<file path="config.mk">
export PLATFORM = sky130hd
export DESIGN_NAME = alarm_sched_flat
export DESIGN_NICKNAME = d
export VERILOG_FILES = /design/src/rtl/alarm_sched_pkg.sv /design/src/rtl/alarm_sched_if.sv /design/src/rtl/alarm_sched_time_add_wrap.sv /design/src/rtl/alarm_sched.sv /design/src/flat_wrapper.sv
export SDC_FILE = /design/constraint.sdc
export NUM_CORES = 1
export LEC_CHECK = 0
export ABC_CLOCK_PERIOD_IN_PS = 5300
export CORE_ASPECT_RATIO = 1.5
export CORE_MARGIN = 5
export CORE_UTILIZATION = 63
export CTS_CLUSTER_DIAMETER = 100
export DETAILED_ROUTE_END_ITERATION = 10
export GPL_TIMING_DRIVEN = 0
export HOLD_SLACK_MARGIN = 0.15
export PLACE_DENSITY = 0.87
export SLEW_MARGIN = 5
export SYNTH_ARGS = -nofsm -noshare
export SYNTH_HDL_FRONTEND = slang
export SYNTH_SLANG_ARGS = --single-unit
export TNS_END_PERCENT = 30
</file>
<file path="constraint.sdc">
create_clock -name count -period 5.3 [get_ports count]
set_input_delay 0.795 -clock count [delete_from_list [all_inputs] [get_ports count]]
set_output_delay 0.795 -clock count [all_outputs]
set_load 0.1 [all_outputs]
</file>
<file path="src/rtl/alarm_sched_pkg.sv">
`default_nettype none
// ============================================================================
// Module : alarm_sched_pkg
// Brief  : Shared state encoding, time limits and helpers for alarm_sched.
// Rev    : 1.0
// ============================================================================
package alarm_sched_pkg;

  localparam logic [1:0] ST_IDLE   = 2'd0;
  localparam logic [1:0] ST_RING   = 2'd1;
  localparam logic [1:0] ST_SNOOZE = 2'd2;

  localparam logic [5:0] HOURS_MAX = 6'd23;
  localparam logic [5:0] MINS_MAX  = 6'd59;

  typedef struct packed {
    logic [5:0] hours;
    logic [5:0] mins;
  } hm_t;

  function automatic logic time_valid(input logic [5:0] h, input logic [5:0] m);
    return (h <= HOURS_MAX) && (m <= MINS_MAX);
  endfunction

endpackage
`default_nettype wire

</file>
<file path="src/rtl/alarm_sched_if.sv">
`default_nettype none
// ============================================================================
// Module : alarm_sched_if
// Brief  : Time, configuration, button and status bundle of the alarm block.
// Rev    : 1.0
// ============================================================================
interface alarm_sched_if #(
  parameter int NUM_SLOTS = 4
);
  logic                 minute_tick;
  logic [5:0]           cur_hours;
  logic [5:0]           cur_minutes;
  logic                 cfg_we;
  logic [1:0]           cfg_slot;
  logic [5:0]           cfg_hours;
  logic [5:0]           cfg_minutes;
  logic                 cfg_enable;
  logic                 snooze_btn;
  logic                 stop_btn;
  logic                 ring;
  logic [1:0]           ring_slot;
  logic                 snoozed;
  logic [NUM_SLOTS-1:0] slot_en;

  modport master (
    output minute_tick, cur_hours, cur_minutes,
    output cfg_we, cfg_slot, cfg_hours, cfg_minutes, cfg_enable,
    output snooze_btn, stop_btn,
    input  ring, ring_slot, snoozed, slot_en
  );

  modport slave (
    input  minute_tick, cur_hours, cur_minutes,
    input  cfg_we, cfg_slot, cfg_hours, cfg_minutes, cfg_enable,
    input  snooze_btn, stop_btn,
    output ring, ring_slot, snoozed, slot_en
  );
endinterface
`default_nettype wire

</file>
<file path="src/rtl/alarm_sched_time_add_wrap.sv">
`default_nettype none
// ============================================================================
// Module : time_add_wrap
// Brief  : hh:mm + minutes, minutes wrap mod 60 into hours, hours wrap mod 24.
// Rev    : 1.0
// ============================================================================
module time_add_wrap
  import alarm_sched_pkg::*;
(
  input  logic [5:0] i_hours,
  input  logic [5:0] i_minutes,
  input  logic [5:0] i_add_min,
  output logic [5:0] o_hours,
  output logic [5:0] o_minutes
);

  logic [6:0] w_min_sum;
  logic [6:0] w_min_wrap;
  logic       w_carry;
  logic [5:0] w_hour_inc;

  // Addend is at most 59, so a single subtract of 60 is enough.
  always_comb begin
    w_min_sum  = {1'b0, i_minutes} + {1'b0, i_add_min};
    w_carry    = (w_min_sum > {1'b0, MINS_MAX});
    w_min_wrap = w_min_sum - 7'd60;
    o_minutes  = w_carry ? w_min_wrap[5:0] : w_min_sum[5:0];
    w_hour_inc = i_hours + {5'd0, w_carry};
    o_hours    = (w_hour_inc > HOURS_MAX) ? 6'd0 : w_hour_inc;
  end

endmodule
`default_nettype wire

</file>
<file path="src/rtl/alarm_sched.sv">
`default_nettype none
// ============================================================================
// Module : alarm_sched
// Brief  : Multi-slot alarm clock sharing one ringer, with snooze and timeout.
// Rev    : 1.0
// ============================================================================
module alarm_sched
  import alarm_sched_pkg::*;
#(
  parameter int NUM_SLOTS    = 4,
  parameter int SNOOZE_MIN   = 5,
  parameter int RING_TIMEOUT = 10,
  parameter int MAX_SNOOZE   = 3
) (
  input  logic         count,
  input  logic         reset_in_n,
  alarm_sched_if.slave bus
);

  localparam int TO_W = (RING_TIMEOUT < 2) ? 1 : $clog2(RING_TIMEOUT + 1);
  localparam int SN_W = (MAX_SNOOZE < 2) ? 1 : $clog2(MAX_SNOOZE + 1);

  localparam logic [TO_W-1:0] c_to_last   = TO_W'(RING_TIMEOUT - 1);
  localparam logic [SN_W-1:0] c_sn_max    = SN_W'(MAX_SNOOZE);
  localparam logic [5:0]      c_snz_min   = 6'(SNOOZE_MIN);

  logic [5:0]           r_slot_h [NUM_SLOTS];
  logic [5:0]           r_slot_m [NUM_SLOTS];
  logic [NUM_SLOTS-1:0] r_slot_en;

  logic [1:0]      r_state;
  logic            r_ring;
  logic            r_snoozed;
  logic [1:0]      r_ring_slot;
  logic [TO_W-1:0] r_to_cnt;
  logic [SN_W-1:0] r_sn_cnt;
  hm_t             r_wake;

  logic [1:0]      w_state_nxt;
  logic [1:0]      w_slot_nxt;
  logic [TO_W-1:0] w_to_nxt;
  logic [SN_W-1:0] w_sn_nxt;
  hm_t             w_wake_nxt;
  hm_t             w_snz;

  logic            w_cfg_ok;
  logic            w_hit;
  logic [1:0]      w_hit_idx;
  logic [5:0]      w_act_h;
  logic [5:0]      w_act_m;
  logic            w_act_cfg;
  logic            w_wake_eq;

  time_add_wrap u_snz_add (
    .i_hours   (bus.cur_hours),
    .i_minutes (bus.cur_minutes),
    .i_add_min (c_snz_min),
    .o_hours   (w_snz.hours),
    .o_minutes (w_snz.mins)
  );

  assign w_cfg_ok = bus.cfg_we
                 && time_valid(bus.cfg_hours, bus.cfg_minutes)
                 && (32'(bus.cfg_slot) < 32'(NUM_SLOTS));

  // Descending scan so the lowest matching index is the one left standing.
  always_comb begin
    w_hit     = 1'b0;
    w_hit_idx = 2'd0;
    for (int i = NUM_SLOTS - 1; i >= 0; i--) begin
      if (r_slot_en[i] && (r_slot_h[i] == bus.cur_hours) &&
          (r_slot_m[i] == bus.cur_minutes)) begin
        w_hit     = 1'b1;
        w_hit_idx = 2'(i);
      end
    end
  end

  always_comb begin
    w_act_h = 6'd0;
    w_act_m = 6'd0;
    for (int i = 0; i < NUM_SLOTS; i++) begin
      if (r_ring_slot == 2'(i)) begin
        w_act_h = r_slot_h[i];
        w_act_m = r_slot_m[i];
      end
    end
  end

  // A write that leaves the active slot enabled at the same time is harmless.
  assign w_act_cfg = w_cfg_ok && (bus.cfg_slot == r_ring_slot) &&
                     (!bus.cfg_enable || (bus.cfg_hours != w_act_h) ||
                      (bus.cfg_minutes != w_act_m));

  assign w_wake_eq = (bus.cur_hours == r_wake.hours) &&
                     (bus.cur_minutes == r_wake.mins);

  always_comb begin
    w_state_nxt = r_state;
    w_slot_nxt  = r_ring_slot;
    w_to_nxt    = r_to_cnt;
    w_sn_nxt    = r_sn_cnt;
    w_wake_nxt  = r_wake;
    case (r_state)
      ST_IDLE: begin
        if (bus.minute_tick && w_hit) begin
          w_state_nxt = ST_RING;
          w_slot_nxt  = w_hit_idx;
          w_to_nxt    = '0;
          w_sn_nxt    = '0;
        end
      end
      ST_RING: begin
        if (w_act_cfg || bus.stop_btn) begin
          w_state_nxt = ST_IDLE;
        end else if (bus.snooze_btn && (r_sn_cnt < c_sn_max)) begin
          w_state_nxt = ST_SNOOZE;
          w_wake_nxt  = w_snz;
          w_sn_nxt    = r_sn_cnt + SN_W'(1);
        end else if (bus.minute_tick) begin
          if (r_to_cnt == c_to_last) begin
            w_state_nxt = ST_IDLE;
          end else begin
            w_to_nxt = r_to_cnt + TO_W'(1);
          end
        end
      end
      ST_SNOOZE: begin
        if (w_act_cfg || bus.stop_btn) begin
          w_state_nxt = ST_IDLE;
        end else if (bus.minute_tick && w_wake_eq) begin
          w_state_nxt = ST_RING;
          w_to_nxt    = '0;
        end
      end
      default: w_state_nxt = ST_IDLE;
    endcase
  end

  always_ff @(posedge count or negedge reset_in_n) begin
    if (!reset_in_n) begin
      r_state     <= ST_IDLE;
      r_ring      <= 1'b0;
      r_snoozed   <= 1'b0;
      r_ring_slot <= 2'd0;
      r_to_cnt    <= '0;
      r_sn_cnt    <= '0;
      r_wake      <= '0;
    end else begin
      r_state     <= w_state_nxt;
      r_ring      <= (w_state_nxt == ST_RING);
      r_snoozed   <= (w_state_nxt == ST_SNOOZE);
      r_ring_slot <= w_slot_nxt;
      r_to_cnt    <= w_to_nxt;
      r_sn_cnt    <= w_sn_nxt;
      r_wake      <= w_wake_nxt;
    end
  end

  always_ff @(posedge count or negedge reset_in_n) begin
    if (!reset_in_n) begin
      r_slot_en <= '0;
      for (int i = 0; i < NUM_SLOTS; i++) begin
        r_slot_h[i] <= 6'd0;
        r_slot_m[i] <= 6'd0;
      end
    end else begin
      for (int i = 0; i < NUM_SLOTS; i++) begin
        if (w_cfg_ok && (bus.cfg_slot == 2'(i))) begin
          r_slot_h[i]  <= bus.cfg_hours;
          r_slot_m[i]  <= bus.cfg_minutes;
          r_slot_en[i] <= bus.cfg_enable;
        end
      end
    end
  end

  assign bus.ring      = r_ring;
  assign bus.snoozed   = r_snoozed;
  assign bus.ring_slot = r_ring_slot;
  assign bus.slot_en   = r_slot_en;

endmodule
`default_nettype wire

</file>
<file path="src/flat_wrapper.sv">
// flat-port wrapper written by rule: the top's interface ports become plain ports
module alarm_sched_flat import alarm_sched_pkg::*;
#(
  parameter int NUM_SLOTS    = 4,
  parameter int SNOOZE_MIN   = 5,
  parameter int RING_TIMEOUT = 10,
  parameter int MAX_SNOOZE   = 3
)
  (count, reset_in_n, bus_minute_tick, bus_cur_hours, bus_cur_minutes, bus_cfg_we, bus_cfg_slot, bus_cfg_hours, bus_cfg_minutes, bus_cfg_enable, bus_snooze_btn, bus_stop_btn, bus_ring, bus_ring_slot, bus_snoozed, bus_slot_en);
  alarm_sched_if #(.NUM_SLOTS(NUM_SLOTS)) bus_i ();
  input  logic count;
  input  logic reset_in_n;
  input wire logic [$bits(bus_i.minute_tick)-1:0] bus_minute_tick;
  input wire logic [$bits(bus_i.cur_hours)-1:0] bus_cur_hours;
  input wire logic [$bits(bus_i.cur_minutes)-1:0] bus_cur_minutes;
  input wire logic [$bits(bus_i.cfg_we)-1:0] bus_cfg_we;
  input wire logic [$bits(bus_i.cfg_slot)-1:0] bus_cfg_slot;
  input wire logic [$bits(bus_i.cfg_hours)-1:0] bus_cfg_hours;
  input wire logic [$bits(bus_i.cfg_minutes)-1:0] bus_cfg_minutes;
  input wire logic [$bits(bus_i.cfg_enable)-1:0] bus_cfg_enable;
  input wire logic [$bits(bus_i.snooze_btn)-1:0] bus_snooze_btn;
  input wire logic [$bits(bus_i.stop_btn)-1:0] bus_stop_btn;
  output wire logic [$bits(bus_i.ring)-1:0] bus_ring;
  output wire logic [$bits(bus_i.ring_slot)-1:0] bus_ring_slot;
  output wire logic [$bits(bus_i.snoozed)-1:0] bus_snoozed;
  output wire logic [$bits(bus_i.slot_en)-1:0] bus_slot_en;
  assign bus_i.minute_tick = bus_minute_tick;
  assign bus_i.cur_hours = bus_cur_hours;
  assign bus_i.cur_minutes = bus_cur_minutes;
  assign bus_i.cfg_we = bus_cfg_we;
  assign bus_i.cfg_slot = bus_cfg_slot;
  assign bus_i.cfg_hours = bus_cfg_hours;
  assign bus_i.cfg_minutes = bus_cfg_minutes;
  assign bus_i.cfg_enable = bus_cfg_enable;
  assign bus_i.snooze_btn = bus_snooze_btn;
  assign bus_i.stop_btn = bus_stop_btn;
  assign bus_ring = bus_i.ring;
  assign bus_ring_slot = bus_i.ring_slot;
  assign bus_snoozed = bus_i.snoozed;
  assign bus_slot_en = bus_i.slot_en;
  alarm_sched #(.NUM_SLOTS(NUM_SLOTS), .SNOOZE_MIN(SNOOZE_MIN), .RING_TIMEOUT(RING_TIMEOUT), .MAX_SNOOZE(MAX_SNOOZE)) u_core (.count(count), .reset_in_n(reset_in_n), .bus(bus_i));
endmodule
</file>
==> flow_metrics.py, run 1 <==
metrics = {
    "clock_tree": {
        "cts_hold_buf": 0,
        "cts_buffers": 9,
        "clk_latency_ps": 370,
        "cts_resized": 0,
        "cts_setup_buffers": 0,
        "cts_tree": "done",
        "cts-root-buf": "clkbuf_8",
        "clk_pin_slew_worst_paths_ps": 80,
        "htree_levels": 3,
        "clock_sinks": 76,
        "clockBufferDepth": 2,
    },
    "power": {
        "ir_worst_vdd_v": 0.000303,
        "p_per_area_nw_per_um2": 329,
        "leakagePower_uw": 0.00219,
        "p_total_uw": 1750,
    },
    "routing": {
        "drt-initial-drc-count": 146,
        "vias": 3319,
        "drc": 0,
        "vias_per_cell": 6.03,
        "ant_nets": 0,
        "wl_per_cell_um": 19.9,
        "firstDrtPassIters": 4,
        "totalWireLength_um": 10900,
    },
    "cells_and_area": {
        "area_growth_pct": 14.4,
        "n_fill_cell": 515,
        "finalNetCount": 488,
        "drive_gt1_share_pct": 20.2,
        "antenna_cells": 0,
        "final_cells": 550,
    },
    "synth": {
        "synth_top_family_by_area": "multiplexers",
        "postSynthCellCount": 402,
        "yosysUniqueCellTypes": 54,
        "synthSimpleGateAreaFrac_pct": 10.2,
        "synth_nets": 445,
        "synth_xor_xnor_area_share_pct": 15.6,
        "synth_compound_gate_area_share_pct": 7.43,
        "ys.flop_type": "dfrtp_1",
        "ys_async_sr_fraction_pct": 100,
        "ys_seq_elements": 76,
        "yosys.area.top_type": "dfrtp_1",
        "synth_top_area_share_pct": 40.9,
        "netlist_area_um2": 4650,
        "yosys-mux-area-fraction_pct": 19.2,
        "syn_avg_cell_area_um2": 11.6,
        "synth_edf_count": 0,
        "yosys_warnings": 0,
        "ys_top_cells_by_area": "dfrtp_1 41%, xnor2_1 13%, mux2_2 12%, mux4_2 2.9%, xor2_1 2.8%",
        "synth_sequential_area_ratio_pct": 40.9,
        "yosys.area_share.adder_pct": 2.69,
    },
    "timing": {
        "slew_headroom_pct": 34.3,
        "max_freq_ghz": 0.242,
        "fin_crit_ps": 4130,
        "rsz0062_at_grt": "false",
        "whs_ps": 392,
        "maxSlewViolCount": 0,
        "tns_ps": 0,
        "hold_viol": 0,
        "skew_ps": 13.2,
        "worst_pin_slew_ps": 983,
        "layout_setup_ws_ps": 1170,
        "layout_worst_path_cycle_share_pct": 77.9,
        "setup_violations": 0,
    },
    "floorplanning": {
        "die_w_um": 80.2,
        "coreArea_um2": 7230,
        "ioPinCount": 41,
        "start_util_pct": 64.4,
        "die_area_um2": 9240,
        "die_y_um": 115,
        "row_count": 38,
    },
    "worst_setup_path": {
        "cp-start-kind": "input port",
        "end_kind": "flip-flop",
        "worst_ep_required_time_ps": 5560,
        "arrival_ps": 4380,
        "crit_type": "in -> reg",
        "rr_worst_depth": 7,
        "crit_path_max_fanout": 8,
    },
    "place": {
        "gp_congestion": 0.907,
        "pre_cts_ws_ps": 827,
        "numPortBuffers": 31,
        "dp.cells": 534,
        "hpwlAfterDp_um": 8340,
    },
    "global_routing": {
        "grt_use_total_pct": 25.9,
        "antenna_found_initial": 0,
        "grt_pass1_wl_um": 18000,
        "grt_max_degree": 40,
        "grt_pass1_vias": 3583,
        "grt-ovfl-total": 0,
    },
    "job": {
        "cap_violations": 0,
    },
    "hold_path": {
        "hp-class": "in -> async",
    },
    "status": {
        "status": "completed",
    },
}
-- metal layers --
| metal | up-vias | wire length (µm) | GRT usage (%) | share of wire [%] |
|---|---|---|---|---|
| li1 | 1518 | - | - | - |
| met1 | 1670 | 4180 | 29.9 | 38 |
| met4 | 0 | 537 | 16.0 | 4.9 |
| met5 | - | 0 | 0 | 0 |
| met2 | 92 | 5740 | 44.2 | 53 |
| met3 | 39 | 479 | 4.55 | 4.4 |
-- final timing paths --
kind | from | to | slack (ps)
max in group asynchronous | reset_in_n | u_core.r_slot_m[22] | 4330
setup / recovery | bus_cur_minutes[0] | u_core.r_wake[9] | 1170
hold reg to reg | u_core.r_wake[0] | u_core.r_wake[0] | 520
min in group count | u_core.r_wake[0] | u_core.r_wake[0] | 520
hold / removal | reset_in_n | u_core.r_to_cnt[3] | 390
setup reg to reg | u_core.bus.ring_slot[0] | u_core.r_wake[3] | 2560
-- cell type report --
class | count | area [µm²] | area share [%]
Buffer | 25 | 151 | 2.85
Clock buffer | 11 | 141 | 2.66
Clock inverter | 5 | 75.1 | 1.41
Inverter | 9 | 33.8 | 0.635
Multi-Input combinational cell | 292 | 2560 | 48.2
Sequential cell | 76 | 1900 | 35.7
Tap cell | 100 | 125 | 2.35
Timing Repair Buffer | 32 | 328 | 6.16
-- power by group --
group	internal [µW]	switching, µW	leakage (µW)	total (µW)
Combinational	238	248	0.00112	486
Clock	276	218	0.000113	493
Sequential	675	94.9	0.000956	770
Total	1190	560	0.00219	1750
-- critical path, stage by stage --
cell and delay [ps]:
clkdlybuf4s50_1 490, clkbuf_1 430, a21oi_1 180, xnor2_1 400, ha_1 220, nand3_1 60, o22a_1 290, ha_1 230
ha_1 210, nand3_1 110, xor2_1 220, nor2b_1 70, o31a_1 320, o41ai_1 340
-- placed cells by master (no fill, tap or decap), types with 7 or more instances in the layout --
master	count
clkdlybuf4s50_1	30
xnor2_1	68
nand3_1	10
clkbuf_8	10
o21ai_1	8
mux2i_1	7
inv_1	9
nor4_1	7
nand4_1	11
nor2b_1	8
buf_2	7
mux2_2	49
xor2_1	15
ha_1	10
nor2_1	11
nand2_1	19
clkbuf_1	12
a21oi_1	8
dfrtp_1	76
-- metrics by stage --
stage / cell area, µm² / utilization [%]
final: 5320 / 73.6
after global routing: 5320 / 73.6
after CTS: 5320 / 73.6
after detailed placement: 5100 / 70.6
after global placement: 5090 / 70.4
after floorplan: 4650 / -
-- kinds of logic after synthesis --
group           Yosys count
simple gates             85
xor+xnor                 83
flops                    76
mux                      70
compound gates           44
buf+inv                  34
fa+ha+maj                10
-- state kept, by name, indices dropped and copies added, names as in the netlist --
name	flops
u_core.r_slot_h	24
u_core.r_slot_m	24
u_core.r_wake	12
u_core.bus.slot_en	4
u_core.r_to_cnt	4
u_core.bus.ring_slot	2
u_core.r_sn_cnt	2
u_core.r_state	2
u_core.bus.ring	1
u_core.bus.snoozed	1
-- cells in the mapped netlist (8+ instances only) --
cell type and instances:
xor2_1 15, nand4_1 11, nand3_1 10, o21ai_1 8
xnor2_1 68, dfrtp_1 76, clkbuf_1 11, a21oi_1 8
ha_1 10, mux2_2 49, nor2_1 11, nand2_1 19
nor2b_1 8, inv_1 9
(Power assumes the default switching activity.)
==> run 2, diff against run 1 <==
- ABC_CLOCK_PERIOD_IN_PS: 5300 -> 4200
- CORE_UTILIZATION: 63 -> 58
- PLACE_DENSITY: 0.87 -> 0.81
- clock period: 5.3 -> 4.2 ns (I/O delays scaled with it)
==> run 2 against run 1 <==
- cell area is 0.94% higher
- critical path type unchanged
- hold slack worse by 170 ps
- sequential share of layout area shrank 0.33 points
- critical endpoint is now u_core.r_wake[8]
- via count up 0.78%
- sequential cell count unchanged
- core utilization shrank 5.7 points
- sequential power grew 26%
- highest routed layer unchanged
==> flow_metrics.py, run 2 (synthesis results as in run 1) <==
metrics = {
    "status": {
        "status": "completed",
    },
    "place": {
        "pre_cts_ws_ps": -94.9,
        "hpwlAfterDp_um": 8580,
        "gp_congestion": 0.942,
        "numPortBuffers": 31,
        "dp.cells": 539,
    },
    "clock_tree": {
        "clk_pin_slew_worst_paths_ps": 50,
        "clock_sinks": 76,
        "clockBufferDepth": 2,
        "clk_latency_ps": 340,
        "cts-root-buf": "clkbuf_16",
        "cts_tree": "done",
        "cts_setup_buffers": 0,
        "htree_levels": 3,
        "cts_buffers": 9,
    },
    "routing": {
        "totalWireLength_um": 11400,
        "route.met3.wl_um": 557,
        "drt-initial-drc-count": 160,
        "vias": 3345,
        "top_layer": "met4",
        "ant_nets": 0,
        "wl_per_cell_um": 20.5,
        "dr_wl_met2_um": 6080,
        "firstDrtPassIters": 4,
        "drc": 0,
        "vias_per_cell": 6.04,
        "wl_met1_um": 4100,
    },
    "power": {
        "ir_worst_vdd_v": 0.000302,
        "p_per_area_nw_per_um2": 423,
        "p_total_uw": 2270,
        "leakagePower_uw": 0.00221,
    },
    "global_routing": {
        "grt-ovfl-total": 0,
        "antenna_found_initial": 0,
        "grt_use_total_pct": 24.0,
        "grt_max_degree": 49,
        "grt_pass1_vias": 3686,
        "grt_pass1_wl_um": 18300,
    },
    "floorplanning": {
        "coreArea_um2": 7910,
        "die_w_um": 83.1,
        "row_count": 40,
        "start_util_pct": 58.8,
        "ioPinCount": 41,
        "die_y_um": 120,
        "die_area_um2": 9950,
    },
    "timing": {
        "layout_setup_ws_ps": 248,
        "slew_headroom_pct": 33.9,
        "worst_pin_slew_ps": 988,
        "maxSlewViolCount": 0,
        "layout_worst_path_cycle_share_pct": 94.1,
        "max_freq_ghz": 0.253,
        "rsz0062_at_grt": "false",
        "fin_crit_ps": 3950,
        "skew_ps": 4.56,
        "hold_viol": 0,
        "setup_violations": 0,
        "whs_ps": 224,
    },
    "cells_and_area": {
        "finalNetCount": 488,
        "area_growth_pct": 15.5,
        "final_cells": 554,
        "final_cell_mix": "76 x dfrtp_1, 68 x xnor2_1, 49 x mux2_2",
        "utilization_pct": 67.9,
        "antenna_cells": 0,
        "n_fill_cell": 627,
        "final_common_cell": "dfrtp_1",
        "top_regs": "u_core.r_slot_h: 24 flops, u_core.r_slot_m: 24 flops, u_core.r_wake: 12 flops",
        "drive_gt1_share_pct": 19.8,
    },
    "worst_setup_path": {
        "crit_type": "in -> reg",
        "crit_path_max_fanout": 6,
        "worst_ep_required_time_ps": 4410,
        "cp-start-kind": "input port",
        "r2r_slack_ps": 1420,
        "end_kind": "flip-flop",
        "arrival_ps": 4160,
    },
    "hold_path": {
        "hp-class": "in -> async",
    },
    "job": {
        "cap_violations": 0,
    },
}
-- run 2: critical path: stages --
cell	delay [ps]
clkdlybuf4s50_1	520
clkbuf_1	350
a21oi_1	170
xnor2_1	370
ha_1	220
nand3_1	80
o22a_1	300
ha_1	240
ha_1	220
nand3_1	100
xor2_1	200
nor2b_1	70
o31a_1	310
o41ai_1	370
-- run 2: path summary, 6_finish.rpt --
path                                          from  cells after the start                   to
min in group count                u_core.r_wake[5]                      1     u_core.r_wake[5]
max reg2reg                u_core.bus.ring_slot[0]                      8     u_core.r_wake[0]
max in group asynchronous               reset_in_n                      2  u_core.r_slot_m[16]
min                                     reset_in_n                      1   u_core.r_to_cnt[1]
max                             bus_cur_minutes[1]                     14     u_core.r_wake[8]
min reg2reg                       u_core.r_wake[5]                      1     u_core.r_wake[5]
-- run 2: power breakdown --
group	internal (µW)	switching, µW
logic	302	326
registers	853	116
clock network	394	283
total	1550	725
-- run 2: cell type report --
class	count	area [µm²]	area share, %
multi-input combinational	292	2560	47.7
timing repair buffer	32	335	6.24
clock inverter	3	15.0	0.280
inverter	9	33.8	0.629
buffer	25	153	2.84
clock buffer	12	236	4.40
sequential	76	1900	35.4
tap	105	131	2.45
-- run 2: stage by stage --
stage               setup TNS (ps)  instance area, µm²
detailed placement            -232                5120
global route                     0                5370
global placement             -6310                5090
CTS                              0                5370
floorplan                        0                4650
finish                           0                5370
-- run 2: timing repair --
item | 4_1_cts | 5_1_grt
gates resized for setup | 0 | 2
hold buffers | 0 | 0
hold endpoints to repair | 0 | 0
endpoints found under the setup margin | 0 | 1
-- run 2: per-layer routing --
| layer | vias to the layer above | GRT usage [%] |
|---|---|---|
| met5 | - | 0 |
| li1 | 1527 | - |
| met2 | 113 | 43.4 |
| met3 | 44 | 3.98 |
| met4 | 0 | 16.5 |
| met1 | 1661 | 25.1 |
